`config.mk`:
```
export PLATFORM = sky130hd
export DESIGN_NAME = uart_rx_loader
export DESIGN_NICKNAME = d
export VERILOG_FILES = /design/src/rtl/uart_pkg.sv /design/src/rtl/baud_tick_gen.sv /design/src/rtl/uart_rx_loader.sv
export SDC_FILE = /design/constraint.sdc
export NUM_CORES = 1
export LEC_CHECK = 0
export ABC_AREA = 1
export CAP_MARGIN = 20
export CORE_ASPECT_RATIO = 0.9
export CORE_MARGIN = 2
export CORE_UTILIZATION = 55
export CTS_CLUSTER_DIAMETER = 30
export DETAILED_ROUTE_END_ITERATION = 10
export MAX_ROUTING_LAYER = met4
export PLACE_DENSITY = 0.86
export RECOVER_POWER = 50
export SYNTH_ARGS = -nofsm -noshare
export SYNTH_HDL_FRONTEND = slang
export SYNTH_SLANG_ARGS = --single-unit
```
`constraint.sdc`:
```
create_clock -name clk -period 5 [get_ports clk]
set_input_delay 1 -clock clk [delete_from_list [all_inputs] [get_ports clk]]
set_output_delay 1 -clock clk [all_outputs]
set_load 0.02 [all_outputs]
```
`src/rtl/uart_pkg.sv`:
```
// Shared definitions for the UART receive front end.
// Holds the receiver FSM state type and the oversampling constants used to
// locate the middle of the start bit and of each subsequent bit.
package uart_pkg;

  typedef enum logic [1:0] {
    IDLE  = 2'd0,
    START = 2'd1,
    DATA  = 2'd2,
    STOP  = 2'd3
  } rx_state_e;

  localparam int unsigned OVERSAMPLE = 16;
  localparam int unsigned SC_W       = $clog2(OVERSAMPLE);

  // Sample-counter values at which the line is sampled.
  localparam logic [SC_W-1:0] MID_START = SC_W'(7);
  localparam logic [SC_W-1:0] MID_BIT   = SC_W'(15);

endpackage

```
`src/rtl/baud_tick_gen.sv`:
```
// Oversample tick prescaler.
// Free-running counter 0..TICK_DIV-1; tick is high for one clk whenever the
// counter holds TICK_DIV-1.
// Ports:
//   clk   - system clock, rising edge
//   reset - asynchronous, active-low reset
//   tick  - one-cycle oversample strobe
module baud_tick_gen #(
  parameter int unsigned TICK_DIV = 163
) (
  input  logic clk,
  input  logic reset,
  output logic tick
);

  localparam int unsigned     CW   = $clog2(TICK_DIV);
  localparam logic [CW-1:0]   LAST = CW'(TICK_DIV - 1);

  logic [CW-1:0] cnt_q, cnt_d;

  always_comb begin
    cnt_d = (cnt_q == LAST) ? '0 : cnt_q + 1'b1;
  end

  always_ff @(posedge clk or negedge reset) begin
    if (!reset) cnt_q <= '0;
    else        cnt_q <= cnt_d;
  end

  assign tick = (cnt_q == LAST);

endmodule

```
`src/rtl/uart_rx_loader.sv`:
```
// UART 8N1 receiver with 16x oversampling and little-endian word assembly.
// Ports:
//   clk        - system clock, rising edge
//   reset      - asynchronous, active-low reset
//   rx         - raw serial line (asynchronous, idle high)
//   word_clear - synchronous pulse: drop partial word, byte index -> 0
//   byte_out   - last good byte;   byte_valid - 1-cycle update pulse
//   word_out   - last full word (first byte in [7:0]); word_valid - pulse
//   frame_err  - 1-cycle pulse when the stop bit samples low
//   busy       - high whenever the receiver FSM is not idle
module uart_rx_loader
  import uart_pkg::*;
#(
  parameter int unsigned TICK_DIV  = 163,
  parameter int unsigned DATA_BITS = 8
) (
  input  logic        clk,
  input  logic        reset,
  input  logic        rx,
  input  logic        word_clear,
  output logic [7:0]  byte_out,
  output logic        byte_valid,
  output logic [31:0] word_out,
  output logic        word_valid,
  output logic        frame_err,
  output logic        busy
);

  localparam logic [2:0] LAST_BIT = 3'(DATA_BITS - 1);

  logic            tick;
  logic            sync1_q, sync2_q, rxs;
  rx_state_e       state_q, state_d;
  logic [SC_W-1:0] sc_q, sc_d;
  logic [2:0]      bit_q, bit_d;
  logic [7:0]      shift_q, shift_d;
  logic            armed_q, armed_d;
  logic [7:0]      byte_q, byte_d;
  logic            byte_valid_q, byte_valid_d;
  logic            frame_err_q, frame_err_d;
  logic [31:0]     word_q, word_d;
  logic            word_valid_q, word_valid_d;
  logic [1:0]      idx_q, idx_d;
  logic [23:0]     lanes_q, lanes_d;
  logic            accept;
  logic [1:0]      eff_idx;

  baud_tick_gen #(.TICK_DIV(TICK_DIV)) u_tick (
    .clk   (clk),
    .reset (reset),
    .tick  (tick)
  );

  assign rxs = sync2_q;

  always_comb begin
    state_d      = state_q;
    sc_d         = sc_q;
    bit_d        = bit_q;
    shift_d      = shift_q;
    armed_d      = armed_q;
    byte_d       = byte_q;
    byte_valid_d = 1'b0;
    frame_err_d  = 1'b0;
    word_d       = word_q;
    word_valid_d = 1'b0;
    idx_d        = idx_q;
    lanes_d      = lanes_q;
    accept       = 1'b0;

    case (state_q)
      IDLE: begin
        if (rxs) begin
          armed_d = 1'b1;
        end else if (armed_q) begin
          state_d = START;
          sc_d    = '0;
        end
      end
      START: begin
        if (tick) begin
          if (sc_q == MID_START) begin
            if (!rxs) begin
              state_d = DATA;
              sc_d    = '0;
              bit_d   = '0;
            end else begin
              state_d = IDLE;
            end
          end else begin
            sc_d = sc_q + 1'b1;
          end
        end
      end
      DATA: begin
        if (tick) begin
          sc_d = sc_q + 1'b1;
          if (sc_q == MID_BIT) begin
            shift_d = {rxs, shift_q[7:1]};
            bit_d   = bit_q + 1'b1;
            if (bit_q == LAST_BIT) begin
              state_d = STOP;
              sc_d    = '0;
            end
          end
        end
      end
      STOP: begin
        if (tick) begin
          sc_d = sc_q + 1'b1;
          if (sc_q == MID_BIT) begin
            state_d = IDLE;
            if (rxs) begin
              accept = 1'b1;
            end else begin
              // Break/held-low line must be seen high before re-arming.
              frame_err_d = 1'b1;
              armed_d     = 1'b0;
            end
          end
        end
      end
      default: state_d = IDLE;
    endcase

    if (accept) begin
      byte_d       = shift_q;
      byte_valid_d = 1'b1;
    end

    // Clear takes effect before a coincident byte is placed.
    eff_idx = word_clear ? 2'd0 : idx_q;
    if (accept) begin
      case (eff_idx)
        2'd0:    lanes_d[7:0]   = shift_q;
        2'd1:    lanes_d[15:8]  = shift_q;
        2'd2:    lanes_d[23:16] = shift_q;
        default: begin
          word_d       = {shift_q, lanes_q};
          word_valid_d = 1'b1;
        end
      endcase
      idx_d = eff_idx + 2'd1;
    end else begin
      idx_d = eff_idx;
    end
  end

  always_ff @(posedge clk or negedge reset) begin
    if (!reset) begin
      sync1_q      <= 1'b1;
      sync2_q      <= 1'b1;
      state_q      <= IDLE;
      sc_q         <= '0;
      bit_q        <= '0;
      shift_q      <= '0;
      armed_q      <= 1'b1;
      byte_q       <= '0;
      byte_valid_q <= 1'b0;
      frame_err_q  <= 1'b0;
      word_q       <= '0;
      word_valid_q <= 1'b0;
      idx_q        <= '0;
      lanes_q      <= '0;
    end else begin
      sync1_q      <= rx;
      sync2_q      <= sync1_q;
      state_q      <= state_d;
      sc_q         <= sc_d;
      bit_q        <= bit_d;
      shift_q      <= shift_d;
      armed_q      <= armed_d;
      byte_q       <= byte_d;
      byte_valid_q <= byte_valid_d;
      frame_err_q  <= frame_err_d;
      word_q       <= word_d;
      word_valid_q <= word_valid_d;
      idx_q        <= idx_d;
      lanes_q      <= lanes_d;
    end
  end

  assign byte_out   = byte_q;
  assign byte_valid = byte_valid_q;
  assign word_out   = word_q;
  assign word_valid = word_valid_q;
  assign frame_err  = frame_err_q;
  assign busy       = (state_q != IDLE);

endmodule

```
==> impl_summary.log <==
[metrics] post-CTS setup repair buffer count: 0
[metrics] worst skew pair latency: 0.36 ns
[metrics] mapped cell area: about 4000 sq um
[metrics] CP max-delay cell: sky130_fd_sc_hd__clkbuf_1
[metrics] total DRC errors in the routed layout: 0
[metrics] hold slack: 0.362 ns
[metrics] CP Data Required Time: 5.47 ns
[metrics] dominant synthesized flop cell: sky130_fd_sc_hd__dfrtp_1
[metrics] leakage: 0.00227 uW
[metrics] Core Rows: 29
[metrics] Pre-Repair DR Iteration Count: 5
[metrics] sequential fraction of the synthesis area: 0.609
[metrics] relative slew slack: -0.881
[metrics] setup repair after global routing missed its margin: no
[metrics] routed length per instance: 13.4 microns
[metrics] cts hold-fix bufs: 0
[metrics] Die ar.: 7960 sq um
[metrics] number of instances resized during post-cts repair: 0
[metrics] # nets final: 481
[metrics] Max rail drop VDD: around 0.17 mV
[metrics] Detail Placement HPWL: 5070 microns
[metrics] post-layout util: 0.659
[metrics] asr flop ratio synth: 1.00
[metrics] Die X-Extent: 93.8 microns
[metrics] pwr dens: 315 nW/um^2
[metrics] vias per cell: 5.17
[metrics] CP bufs+invs: 2
[metrics] result of the run: complete, but fails checks
[metrics] ratio of cells with drive above 1 in the final layout: 0.0571
[metrics] number of synthesized flops with an enable pin: 0
[metrics] Top delay family on crit path: buffers and inverters
[metrics] count of input and output buffers: 47
[metrics] synth unique cells: 26
[metrics] Crit Path Max Fanout: 55
[metrics] clock transition at the registers of the reported paths: 0.09 ns
[metrics] total count of hold-check failures in the final report: 0
[metrics] Final GP Congestion: just over 0.8
[metrics] Slowest Stage Delay on Critical Path: between 1.5 and 2 ns
[metrics] number of primary I/O pins: 48
[metrics] number of vias after detailed routing: 2924
[metrics] Net Count, Synth: 434
[metrics] number of diodes: 0
[metrics] final number of max-transition violations: 56
[metrics] number of global-route vias before repair: between 2000 and 3000
[metrics] worst-path cell chain: clkbuf_1 -> buf_4
[metrics] Data arrival, critical path: between 3 and 4 ns
[metrics] maximum frequency from static timing analysis: 305 MHz
[metrics] level count of the clock H-tree: 3
[metrics] core area: 7040 sq um
[metrics] Synth top area share: 0.589
[metrics] die outline height: around 85 microns
[metrics] CTS Buffer Depth: 2
[metrics] final count of negative-setup-slack endpoints: 0
[metrics] minimum period implied by the final worst setup slack: 3.28 ns
[metrics] CP Capture Type: async pin
[metrics] global-route total usage across every layer: 0.224
[metrics] clock tree from TritonCTS: yes
[metrics] top cells by area in the synthesized netlist: sky130_fd_sc_hd__dfrtp_1 59%, sky130_fd_sc_hd__nand2_1 15%, sky130_fd_sc_hd__o21ai_0 4.6%
[metrics] clk root buf: sky130_fd_sc_hd__clkbuf_8
[metrics] category of the critical setup timing path: primary input to async pin
[metrics] synthesized area divided by synthesized cell count: ~9.5 sq um
[metrics] period utilisation layout: 0.655
[metrics] Area growth syn-to-layout: 16.1%
[metrics] DRC violation total after the first TritonRoute iteration: 192
[metrics] global-route wire length before repair: 13400 microns
[metrics] Worst-Margin Slew: 2.82 ns
[metrics] antenna violation net count after detailed routing: 0
[metrics] setup clock skew after layout: 0.0136 ns
[metrics] number of antenna violations at the first check in global routing: 0
[metrics] maximum capacitance violations: 1
[metrics] violated checks: max-capacitance violations, max-slew violations
[metrics] CP startpoint kind: primary input
[metrics] Cells after Synth: 421
[metrics] Setup TNS Final: 0 ns
[metrics] cell type contributing the most total cell area after synthesis: sky130_fd_sc_hd__dfrtp_1
[metrics] number of buffers added by the clock tree synthesis step: 9
[metrics] final wirelength: 7590 microns
[metrics] count of clock tree sinks: between 90 and 100
[metrics] effective utilization at floorplan: 0.567
[metrics] synthesis warning total: 0
[metrics] count of state elements after synthesis: 97
[metrics] maximum number of pins on one net before global-route repair: 56
[metrics] Hold WC Path Type: register to register
[metrics] residual overflow from global routing: 0
==> through the flow <==
| stage | setup slack, ns | cells | instance area [sq um] | total power [uW] |
|---|---|---|---|---|
| after global routing | 1.13 | 566 | 4640 | 1530 |
| after floorplan | 3.09 | 421 | 3990 | 956 |
| after CTS | 2.34 | 566 | 4670 | 1470 |
| after detailed placement | 2.01 | 550 | 4490 | 1010 |
| after global placement | 2.06 | 550 | 4490 | 1000 |
| final | 1.72 | 566 | 4640 | 1460 |
==> kinds of logic (layout without fill, tap and decap cells) <==
family,count (synthesis),after routing,share of synthesized area
xor gates and xnor gates,5,5,0.0110
adders and majority gates,9,9,0.0282
and+or+nand+nor,201,201,0.216
DFF,97,97,0.609
buffers and inverters,47,99,0.0573
AOI/OAI and AO/OA,62,62,0.0783
==> layer usage <==
metal  vias up  global-route usage  routed length [microns]
met5         -                   -                        0
met4         0               0.100                      163
met3        11              0.0391                      491
met2       108               0.325                     3370
met1      1389               0.313                     3560
li1       1416                   -                        -
==> synth_stat cells, types with 2 or more instances <==
cell type	number
sky130_fd_sc_hd__dfstp_2	3
sky130_fd_sc_hd__xor2_1	4
sky130_fd_sc_hd__nand3_2	3
sky130_fd_sc_hd__a21oi_1	2
sky130_fd_sc_hd__nand3_1	9
sky130_fd_sc_hd__o21ai_0	37
sky130_fd_sc_hd__nand4_1	2
sky130_fd_sc_hd__inv_1	34
sky130_fd_sc_hd__nor3_1	2
sky130_fd_sc_hd__buf_6	6
sky130_fd_sc_hd__nand3_4	2
sky130_fd_sc_hd__nand2_2	2
sky130_fd_sc_hd__o21ai_1	22
sky130_fd_sc_hd__buf_2	6
sky130_fd_sc_hd__ha_1	9
sky130_fd_sc_hd__nor2_1	16
sky130_fd_sc_hd__nand2_1	160
sky130_fd_sc_hd__dfrtp_1	94
==> state kept, by name, summed over array words and instances (netlist names), named ones only <==
| signal | count |
|---|---|
| sc_q | 4 |
| armed_q | 1 |
| u_tick.cnt_q | 8 |
| frame_err | 1 |
| byte_valid | 1 |
| rxs | 1 |
| state_q | 1 |
| lanes_q | 24 |
| word_valid | 1 |
| shift_q | 8 |
| byte_out | 8 |
| sync1_q | 1 |
| bit_q | 3 |
| idx_q | 2 |
| word_out | 32 |
==> where the power goes <==
part | switching (uW) | internal (uW)
sequential | 24.8 | 803
clock | 268 | 197
combinational | 113 | 53.8
total | 406 | 1050
==> cells in the final DEF (no fill, tap or decap), types with 9 or more instances in the layout <==
master | synthesis | final
sky130_fd_sc_hd__inv_1 | 34 | 34
sky130_fd_sc_hd__ha_1 | 9 | 9
sky130_fd_sc_hd__clkbuf_8 | 0 | 10
sky130_fd_sc_hd__nand3_1 | 9 | 9
sky130_fd_sc_hd__o21ai_0 | 37 | 38
sky130_fd_sc_hd__dfrtp_1 | 94 | 94
sky130_fd_sc_hd__o21ai_1 | 22 | 21
sky130_fd_sc_hd__nor2_1 | 16 | 17
sky130_fd_sc_hd__nand2_1 | 160 | 162
sky130_fd_sc_hd__clkdlybuf4s50_1 | 0 | 45
==> worst paths after layout <==
kind	start	to	slack, ns	cells past startpoint
setup / recovery	reset	shift_q[7]	1.72	2
hold / removal	sync1_q	rxs	0.36	0
setup reg to reg	u_tick.cnt_q[0]	word_out[18]	2.11	10
hold reg to reg	sync1_q	rxs	0.36	0
max in group clk	u_tick.cnt_q[0]	word_out[18]	2.11	10
min in group asynchronous	reset	sc_q[1]	1.55	1
==> final cells by class <==
type	count	area [sq um]
well taps	93	116
multi-input cells	277	1310
clock buffers	11	141
flip-flops and latches	97	2430
clock inverters	5	37.5
fillers	529	2400
inverters	35	131
repair buffers	48	472
Power figures use the tool's default switching activity.
